<file path="config.mk">
export PLATFORM = sky130hd
export DESIGN_NAME = pkt_bus_writer_flat
export DESIGN_NICKNAME = d
export VERILOG_FILES = /design/src/rtl/test_pkg.sv /design/src/rtl/bus_if.sv /design/src/rtl/pkt_fifo.sv /design/src/rtl/pkt_bus_writer.sv /design/src/flat_wrapper.sv
export SDC_FILE = /design/constraint.sdc
export NUM_CORES = 1
export LEC_CHECK = 0
export CAP_MARGIN = 20
export CORE_ASPECT_RATIO = 0.9
export CORE_MARGIN = 10
export CORE_UTILIZATION = 25
export DETAILED_ROUTE_END_ITERATION = 10
export PLACE_DENSITY = 0.41
export SYNTH_ARGS = -nofsm -noshare
export SYNTH_HDL_FRONTEND = slang
export SYNTH_SLANG_ARGS = --single-unit
</file>
<file path="constraint.sdc">
create_clock -name clk -period 5.6 [get_ports clk]
set_clock_uncertainty 0.15 [all_clocks]
set_input_delay 1.68 -clock clk [delete_from_list [all_inputs] [get_ports clk]]
set_output_delay 1.68 -clock clk [all_outputs]
set_load 0.01 [all_outputs]
</file>
<file path="src/rtl/test_pkg.sv">
// Shared packet, bus and writer types for the packet-to-bus path.
package test_pkg;

  localparam int ADDR_WIDTH = 32;
  localparam int WR_COUNT_W = 16;

  typedef logic [31:0] id_t;
  typedef logic [15:0] data_t;

  typedef struct packed {
    id_t   id;
    data_t data;
  } packet_t;

  typedef enum logic [1:0] {WR_IDLE, WR_ISSUE} writer_state_t;

endpackage

</file>
<file path="src/rtl/bus_if.sv">
// Simple valid/ready write bus between a master and a follower.
interface bus_if #(
  parameter int ADDR_WIDTH = 32
);
  logic                   valid;
  logic                   ready;
  logic                   write_enable;
  logic [ADDR_WIDTH-1:0]  addr;
  test_pkg::data_t        data;

  modport master   (output valid, addr, data, write_enable, input ready);
  modport follower (input valid, addr, data, write_enable, output ready);
endinterface

</file>
<file path="src/rtl/pkt_fifo.sv">
// Synchronous FIFO with occupancy output; pushes while full and pops while empty are ignored.
module pkt_fifo #(
  parameter type T     = test_pkg::packet_t,
  parameter int  DEPTH = 4
) (
  input  logic                   clk,
  input  logic                   rst,
  input  logic                   push,
  input  T                       push_data,
  input  logic                   pop,
  output T                       pop_data,
  output logic                   full,
  output logic                   empty,
  output logic [$clog2(DEPTH):0] level
);
  localparam int AW = $clog2(DEPTH);

  T               mem [DEPTH];
  logic [AW-1:0]  wr_ptr;
  logic [AW-1:0]  rd_ptr;
  logic           do_push;
  logic           do_pop;

  assign full     = (level == (AW+1)'(DEPTH));
  assign empty    = (level == '0);
  assign do_push  = push && !full;
  assign do_pop   = pop && !empty;
  assign pop_data = mem[rd_ptr];

  always_ff @(posedge clk) begin
    if (do_push) mem[wr_ptr] <= push_data;
  end

  // Pointers wrap naturally because DEPTH is a power of two.
  always_ff @(posedge clk or posedge rst) begin
    if (rst) begin
      wr_ptr <= '0;
      rd_ptr <= '0;
      level  <= '0;
    end else begin
      if (do_push) wr_ptr <= wr_ptr + 1'b1;
      if (do_pop)  rd_ptr <= rd_ptr + 1'b1;
      case ({do_push, do_pop})
        2'b10:   level <= level + 1'b1;
        2'b01:   level <= level - 1'b1;
        default: level <= level;
      endcase
    end
  end

endmodule

</file>
<file path="src/rtl/pkt_bus_writer.sv">
// Buffers upstream packets and issues one bus write per packet (addr = id, data = data).
// Optional write-stall abort is enabled by defining PKT_BUS_WRITER_TIMEOUT_EN.
module pkt_bus_writer
  import test_pkg::*;
#(
  parameter int FIFO_DEPTH     = 4,
  parameter int TIMEOUT_CYCLES = 64
) (
  input  logic                        clk,
  input  logic                        rst,
  input  logic                        pkt_valid,
  output logic                        pkt_ready,
  input  packet_t                     pkt_in,
  bus_if.master                       bus_master,
  output logic [$clog2(FIFO_DEPTH):0] fifo_level,
  output logic [WR_COUNT_W-1:0]       wr_count,
  output logic                        timeout_err
);

  function automatic logic [WR_COUNT_W-1:0] sat_inc(input logic [WR_COUNT_W-1:0] v);
    return (&v) ? v : v + 1'b1;
  endfunction

  writer_state_t state;
  writer_state_t state_nxt;
  packet_t       head;
  logic          fifo_full;
  logic          fifo_empty;
  logic          pop;
  logic          load;
  logic          clear;
  logic          inc;
  logic          tmo_fire;
  logic          timeout_hit;
  logic          handshake;

  pkt_fifo #(
    .T     (packet_t),
    .DEPTH (FIFO_DEPTH)
  ) u_fifo (
    .clk       (clk),
    .rst       (rst),
    .push      (pkt_valid),
    .push_data (pkt_in),
    .pop       (pop),
    .pop_data  (head),
    .full      (fifo_full),
    .empty     (fifo_empty),
    .level     (fifo_level)
  );

  assign pkt_ready = !fifo_full;
  assign handshake = bus_master.valid && bus_master.ready;

  always_ff @(posedge clk or posedge rst) begin
    if (rst) state <= WR_IDLE;
    else     state <= state_nxt;
  end

  always_comb begin
    state_nxt = state;
    pop       = 1'b0;
    load      = 1'b0;
    clear     = 1'b0;
    inc       = 1'b0;
    tmo_fire  = 1'b0;
    case (state)
      WR_IDLE: begin
        if (!fifo_empty) begin
          pop       = 1'b1;
          load      = 1'b1;
          state_nxt = WR_ISSUE;
        end
      end
      WR_ISSUE: begin
        if (handshake) begin
          inc = 1'b1;
          // Chain straight into the next packet so a ready follower sees one write per cycle.
          if (!fifo_empty) begin
            pop  = 1'b1;
            load = 1'b1;
          end else begin
            clear     = 1'b1;
            state_nxt = WR_IDLE;
          end
        end else if (timeout_hit) begin
          tmo_fire  = 1'b1;
          clear     = 1'b1;
          state_nxt = WR_IDLE;
        end
      end
      default: state_nxt = WR_IDLE;
    endcase
  end

  always_ff @(posedge clk or posedge rst) begin
    if (rst) begin
      bus_master.valid        <= 1'b0;
      bus_master.write_enable <= 1'b0;
      bus_master.addr         <= '0;
      bus_master.data         <= '0;
      wr_count                <= '0;
    end else begin
      if (load) begin
        bus_master.addr         <= head.id;
        bus_master.data         <= head.data;
        bus_master.valid        <= 1'b1;
        bus_master.write_enable <= 1'b1;
      end else if (clear) begin
        bus_master.valid        <= 1'b0;
        bus_master.write_enable <= 1'b0;
      end
      if (inc) wr_count <= sat_inc(wr_count);
    end
  end

`ifdef PKT_BUS_WRITER_TIMEOUT_EN
  localparam int TMO_W = $clog2(TIMEOUT_CYCLES + 1);

  logic [TMO_W-1:0] stall_cnt;
  logic             stalled;

  assign stalled     = (state == WR_ISSUE) && !bus_master.ready;
  assign timeout_hit = stalled && (stall_cnt == TMO_W'(TIMEOUT_CYCLES - 1));

  // Counts consecutive refused cycles of the current write; any handshake restarts it.
  always_ff @(posedge clk or posedge rst) begin
    if (rst) begin
      stall_cnt   <= '0;
      timeout_err <= 1'b0;
    end else begin
      timeout_err <= tmo_fire;
      if (stalled && !timeout_hit) stall_cnt <= stall_cnt + 1'b1;
      else                         stall_cnt <= '0;
    end
  end
`else
  logic unused_tmo_cfg;

  assign timeout_hit    = 1'b0;
  assign timeout_err    = 1'b0;
  assign unused_tmo_cfg = ^{TIMEOUT_CYCLES, tmo_fire};
`endif

endmodule

</file>
<file path="src/flat_wrapper.sv">
// flat-port wrapper written by rule: the top's interface ports become plain ports
module pkt_bus_writer_flat import test_pkg::*;
#(
  parameter int FIFO_DEPTH     = 4,
  parameter int TIMEOUT_CYCLES = 64
)
  (clk, rst, pkt_valid, pkt_ready, pkt_in, fifo_level, wr_count, timeout_err, bus_master_valid, bus_master_addr, bus_master_data, bus_master_write_enable, bus_master_ready);
  bus_if #(.ADDR_WIDTH(32)) bus_master_i ();
  input  logic clk;
  input  logic rst;
  input  logic pkt_valid;
  output logic pkt_ready;
  input  packet_t pkt_in;
  output logic [$clog2(FIFO_DEPTH):0] fifo_level;
  output logic [WR_COUNT_W-1:0] wr_count;
  output logic timeout_err;
  output wire logic [$bits(bus_master_i.valid)-1:0] bus_master_valid;
  output wire logic [$bits(bus_master_i.addr)-1:0] bus_master_addr;
  output wire logic [$bits(bus_master_i.data)-1:0] bus_master_data;
  output wire logic [$bits(bus_master_i.write_enable)-1:0] bus_master_write_enable;
  input wire logic [$bits(bus_master_i.ready)-1:0] bus_master_ready;
  assign bus_master_valid = bus_master_i.valid;
  assign bus_master_addr = bus_master_i.addr;
  assign bus_master_data = bus_master_i.data;
  assign bus_master_write_enable = bus_master_i.write_enable;
  assign bus_master_i.ready = bus_master_ready;
  pkt_bus_writer #(.FIFO_DEPTH(FIFO_DEPTH), .TIMEOUT_CYCLES(TIMEOUT_CYCLES)) u_core (.clk(clk), .rst(rst), .pkt_valid(pkt_valid), .pkt_ready(pkt_ready), .pkt_in(pkt_in), .bus_master(bus_master_i), .fifo_level(fifo_level), .wr_count(wr_count), .timeout_err(timeout_err));
endmodule
</file>
After elaboration in Yosys (flattened, before gate mapping)
Memory sizes are Yosys's and may differ from the RTL's. A register that Yosys moved wholly into a read port is not among the register bits.
Cells that the tools add are included.
{"block": "totals", "reg_bits": 26, "inputBits": 52, "n_memories": 1, "out_inout_bits": 71, "ram_bits": 192, "wordCells": 49}
{"name": "u_core.u_fifo.mem", "depth": 4, "width": 48, "rd": 1, "rd_ports_with_merged_regs": 1, "wr": 1, "line_no": "pkt_fifo.sv:18", "source": "T mem [DEPTH];"}
{"block": "op_classes", "mux": 17, "n_eq_ne": 7, "n_addsub": 5, "n_reduce_logical": 12, "bitwise_logic": 1}
{"op": "$add A16 B1 Y16 const B", "n": 1}
{"op": "$reduce_and A16 Y1", "n": 1}
{"op": "$mux W1", "n": 11}
{"op": "$mux W2", "n": 3}
{"op": "$pmux W3 S2", "n": 1}
{"op": "$add A2 B1 Y2 const B", "n": 2}
{"op": "$eq A2 B1 Y1 const B", "n": 2}
{"op": "$ne A2 B1 Y1 const B", "n": 2}
{"op": "$pmux W2 S2", "n": 1}
{"op": "$reduce_bool A2 Y1", "n": 2}
{"op": "$add A3 B1 Y3 const B", "n": 1}
{"op": "$eq A3 B3 Y1 const B", "n": 1}
{"op": "$logic_and A1 B1 Y1", "n": 3}
{"op": "$logic_not A3 Y1", "n": 1}
{"op": "$reduce_and A3 Y1", "n": 1}
{"op": "$sub A3 B1 Y3 const B", "n": 1}
{"op": "$eq A2 B2 Y1 const B", "n": 1}
{"op": "$logic_not A1 Y1", "n": 2}
{"op": "$logic_not A2 Y1", "n": 1}
{"op": "$ne A2 B2 Y1 const B", "n": 1}
{"op": "$pmux W1 S2", "n": 1}
{"op": "$reduce_and A2 Y1", "n": 1}
{"op": "$not A1 Y1", "n": 1}

Longest topological paths before layout
{"block": "logic_depth", "depth_word": 7, "ltp_mapped": 10, "ltp_nobuf": 10}

Modules after synthesis
Synthesis repeated with hierarchy kept, for this count alone.
{"block": "hier_totals", "cells_unflattened": 480, "area_unflattened_um2": 10174.8}
{"module": "pkt_fifo", "seq_area_each_um2": 5940.7, "area_each_um2": 7410.9, "n_inst": 1, "cells_each": 289}
{"module": "pkt_bus_writer", "seq_area_each_um2": 1651.6, "area_each_um2": 2763.9, "n_inst": 1, "cells_each": 191}

Least setup slack after synthesis
OpenSTA, ideal clock, no wires.
{"block": "synth_timing", "kind": "in2reg", "startpoint": "in bus_master_ready", "endpoint": "reg u_core.u_fifo.level[2]", "stages": 9, "setup_slack_ns": 2.131, "arrival_time_ns": 3.239, "required_time_ns": 5.371, "setup_ns": 0.079, "cell_sequence": "nand2_1 a21oi_2 buf_4 ha_1 inv_1 fa_1 xor2_1 nor2_1 xor2_1"}
{"block": "synth_between", "elab_chain_len": 6, "word_cells_on_any_way": 8}
{"element": "start, declared", "line_no": "flat_wrapper.sv:21", "source": "input wire logic [$bits(bus_master_i.ready)-1:0] bus_master_ready;"}
{"element": "$logic_and A1 B1 Y1 *", "line_no": "pkt_bus_writer.sv:53", "source": "assign handshake = bus_master.valid && bus_master.ready;"}
{"element": "$mux W1 *", "line_no": "pkt_bus_writer.sv:76", "source": "if (handshake) begin"}
{"element": "$pmux W1 S2 *", "line_no": "pkt_bus_writer.sv:67", "source": "case (state)"}
{"element": "$logic_and A1 B1 Y1 *", "line_no": "pkt_fifo.sv:27", "source": "assign do_pop = pop && !empty;"}
{"element": "via u_core.u_fifo.do_pop", "line_no": "pkt_fifo.sv:22", "source": "logic do_pop;"}
{"element": "$eq A2 B1 Y1 or $eq A2 B2 Y1 (tied branches)", "line_no": "pkt_fifo.sv:43", "source": "case ({do_push, do_pop})"}
{"element": "$pmux W3 S2 or $reduce_bool A2 Y1 (tied branches)"}
{"element": "end signal, assigned", "line_no": "pkt_fifo.sv:44", "source": "2'b10: level <= level + 1'b1;"}
{"element": "end signal, assigned", "line_no": "pkt_fifo.sv:45", "source": "2'b01: level <= level - 1'b1;"}
{"element": "end signal, assigned", "line_no": "pkt_fifo.sv:46", "source": "default: level <= level;"}
{"element": "end, declared", "line_no": "pkt_fifo.sv:14", "source": "output logic [$clog2(DEPTH):0] level"}
Mark *: on every way through the listed nets, which the timed path passes. The rest lies on a longest branch.
A chain may end at the register's enable or synchronous reset.

Worst setup path after layout
{"block": "layout_timing", "startpoint": "reg u_core.u_fifo.level[0]", "endpoint": "out pkt_ready"}
{"block": "layout_between", "elab_chain_len": 2}
{"element": "$eq A3 B3 Y1", "line_no": "pkt_fifo.sv:24", "source": "assign full = (level == (AW+1)'(DEPTH));"}
{"element": "$logic_not A1 Y1", "line_no": "pkt_bus_writer.sv:52", "source": "assign pkt_ready = !fifo_full;"}
{"element": "end, declared", "line_no": "flat_wrapper.sv:12", "source": "output logic pkt_ready;"}
No other way between the ends.

==> qor.txt <==
WL final -> 23600 um
Synth Area in XOR/XNOR -> 1.31%
post-synthesis compound-gate area fraction -> 0.759%
sequential power share -> 42.6%
maximum fanout along the worst path -> 6
initial antenna violation count -> 2
Synth Flop Type -> edfxtp_1
Cell Int Power -> 5000 uW
Worst VDD drop -> 224 uV
Syn Area/Cell -> 21.4 um2
vias in the first global route -> 5569
Routed Antenna Nets -> 0
DRT iter0 DRCs -> 191
most common cell in the netlist -> edfxtp_1
Clock Tree Root -> clkbuf_16
Via Count -> 4917
flops & latches, synth -> 265
Die Y -> 210 um
die area -> 48700 um2
FMAX -> 271 MHz
post-synthesis async set-or-reset flop share -> 27.5%
post-synthesis simple-gate area fraction -> 2.67%
Setup crit end kind -> output port
Post-Syn Nets -> 530
DR vias/cell -> 4.20
Netlist cell types -> 34
Reg clk slew, reported paths -> 0.06 ns
Skew-Pair Late Insertion Delay -> 0.57 ns
Net Sw Power -> 2010 uW
Synth Cell Area -> 10100 um2
Core Box Area -> 39600 um2
Comb pwr share -> 29.7%
die width -> 231 um
global-route wire length before repair -> 36100 um
Filler Cell Count -> 3741
hold_buf cts -> 0
area share of the largest cell type after synthesis -> 57.3%
final slew viol count -> 0
RSZ-0062 raised after global routing -> no
drc violations -> 0
Clock power frac -> 27.7%
DR WL/cell -> 20.2 um
total gr overflow -> 0
Multi-input gate area -> 2300 um2
post-synthesis adder-cell area fraction -> 0.946%
setup bufs post-CTS -> 0
H-tree lvl count -> 1
outcome -> finished clean
setup_tns -> 0 ns
Register Area -> 7600 um2
# rows -> 69
clk sinks -> 265
Net Sw Frac -> 28.7%
largest family of logic cells by synthesized area -> multiplexers
Req. time, crit path -> 3.77 ns
minimum clock period -> 3.69 ns
fin util -> 32.6%
Port Buffers -> 121
hpwl dp -> 14300 um
Slew HR -> 35.9%
Post-synth EDFFs -> 192
Least-Margin Pin Slew -> 0.962 ns
R2R Setup Slk -> 3.08 ns
cells after synthesis -> 471
crit path DAT -> 1.86 ns
WHS Path Cells -> 1
CP Class -> register to output port
Setup Viol. Count Final -> 0
initial core utilization -> 25.4%
CTS buffer count -> 31
power per cell area -> 543 nW/um2
Yosys Warn Count -> 0
crit path launch type -> register
max-cap viol count -> 0
DR pass1 iterations -> 4
Post-CTS Resized -> 0
IO Pins -> 123
CTS tree -> yes
Final #Nets -> 673
Worst Reg-to-Reg Cells -> 3
P&R area growth vs syn -> 28.4%
Area contributors post-synth -> edfxtp_1 (57%), dfrtp_1 (18%), mux4_2 (11%)
GRT Overall Usage -> 9.77%
cell accounting for the most synthesized area -> edfxtp_1
Final GP Congestion -> 0.713
largest net degree at the start of global routing -> 56
Seq/Total Area, Yosys -> 75.5%
mux cell area share after synthesis -> 17.0%
leakage power -> 0.00451 uW
layout cells sized above 1 -> 25.8%
final number of hold-violating endpoints -> 0
Final Cycle Share -> 65.9%
clk buf depth -> 3
synth cell count leaders -> edfxtp_1 (192), dfrtp_1 (73), mux4_2 (48), mux2_2 (37), mux2_4 (13)
min-delay worst type -> register to register
## cell usage in the layout (no fill, tap or decap), drive strengths merged, types with 2 or more instances in the layout
cell,n
nand3,7
xnor2,8
inv,10
nand4,5
a31oi,4
xor2,7
nor2,5
dfrtp,73
nand2,8
clkinv,8
and3,8
clkbuf,47
mux4,48
buf,8
and4,5
edfxtp,192
a21oi,4
ha,6
mux2i,2
nor3,4
mux2,50
clkdlybuf4s50,121
## cell families after synthesis
family                   count (synthesis)
flip-flops                             265
multiplexers                           100
AND/OR/NAND/NOR                         45
buffers and inverters                   27
XOR/XNOR                                15
AO/OA/AOI/OAI                           11
adder cells (fa/ha/maj)                  7
other                                    1
## final timing paths
| kind | from | endpoint |
|---|---|---|
| max reg2reg | u_core.u_fifo.rd_ptr[0] | u_core.bus_master.addr[22] |
| max | u_core.u_fifo.level[0] | pkt_ready |
| max in group asynchronous | rst | u_core.bus_master.data[9] |
| min | u_core.bus_master.data[0] | u_core.bus_master.data[0] |
| min reg2reg | u_core.bus_master.data[0] | u_core.bus_master.data[0] |
| min in group asynchronous | rst | u_core.bus_master.addr[29] |
## layout make-up
class                      instances  area share [%]
sequential                       265            58.8
clock buffer                      47            7.01
antenna                            1          0.0194
clock inverter                    11           0.688
timing repair buffer             129            10.2
inverter                           8           0.252
tap                              532            5.15
multi-input combinational        179            17.8
## critical path, stage by stage (launching register included)
cell and delay [ns]:
dfrtp_1 0.41, inv_1 0.10, nand3_1 0.20, clkdlybuf4s50_1 0.60
## metrics by stage
stage / hold slack, ns / std cells / setup slack (ns) / cell area [um2] / total power [uW]
after floorplan: 0.341 / 471 / 1.92 / 10100 / 4240
after global placement: 0.348 / 1113 / 1.60 / 11900 / 5150
after detailed placement: 0.349 / 1113 / 1.58 / 11900 / 5200
after CTS: 0.364 / 1171 / 1.87 / 12900 / 7190
after global routing: 0.381 / 1171 / 1.80 / 12900 / 7440
final: 0.356 / 1172 / 1.91 / 12900 / 7020
## power by group through the flow
stage | clock network [uW] | logic, uW | registers, uW
2_1_floorplan | 0 | 1260 | 2980
3_3_place_gp | 0 | 2120 | 3030
3_5_place_dp | 0 | 2160 | 3050
4_1_cts | 2010 | 2170 | 3010
5_1_grt | 2100 | 2270 | 3060
6_report | 1940 | 2090 | 2990
## flip-flops by register name, summed over array words and instances, names as in the netlist
signal	flops
u_core.bus_master.addr	32
u_core.bus_master.data	16
u_core.bus_master.valid	1
u_core.state	1
u_core.u_fifo.level	3
u_core.u_fifo.mem	192
u_core.u_fifo.rd_ptr	2
u_core.u_fifo.wr_ptr	2
u_core.wr_count	16
## routing by layer
layer,wire length [um],track usage [%]
met4,580,2.56
met1,10100,11.9
met3,1300,2.87
met2,11600,16.6
met5,10,0
(Power assumes the default switching activity.)
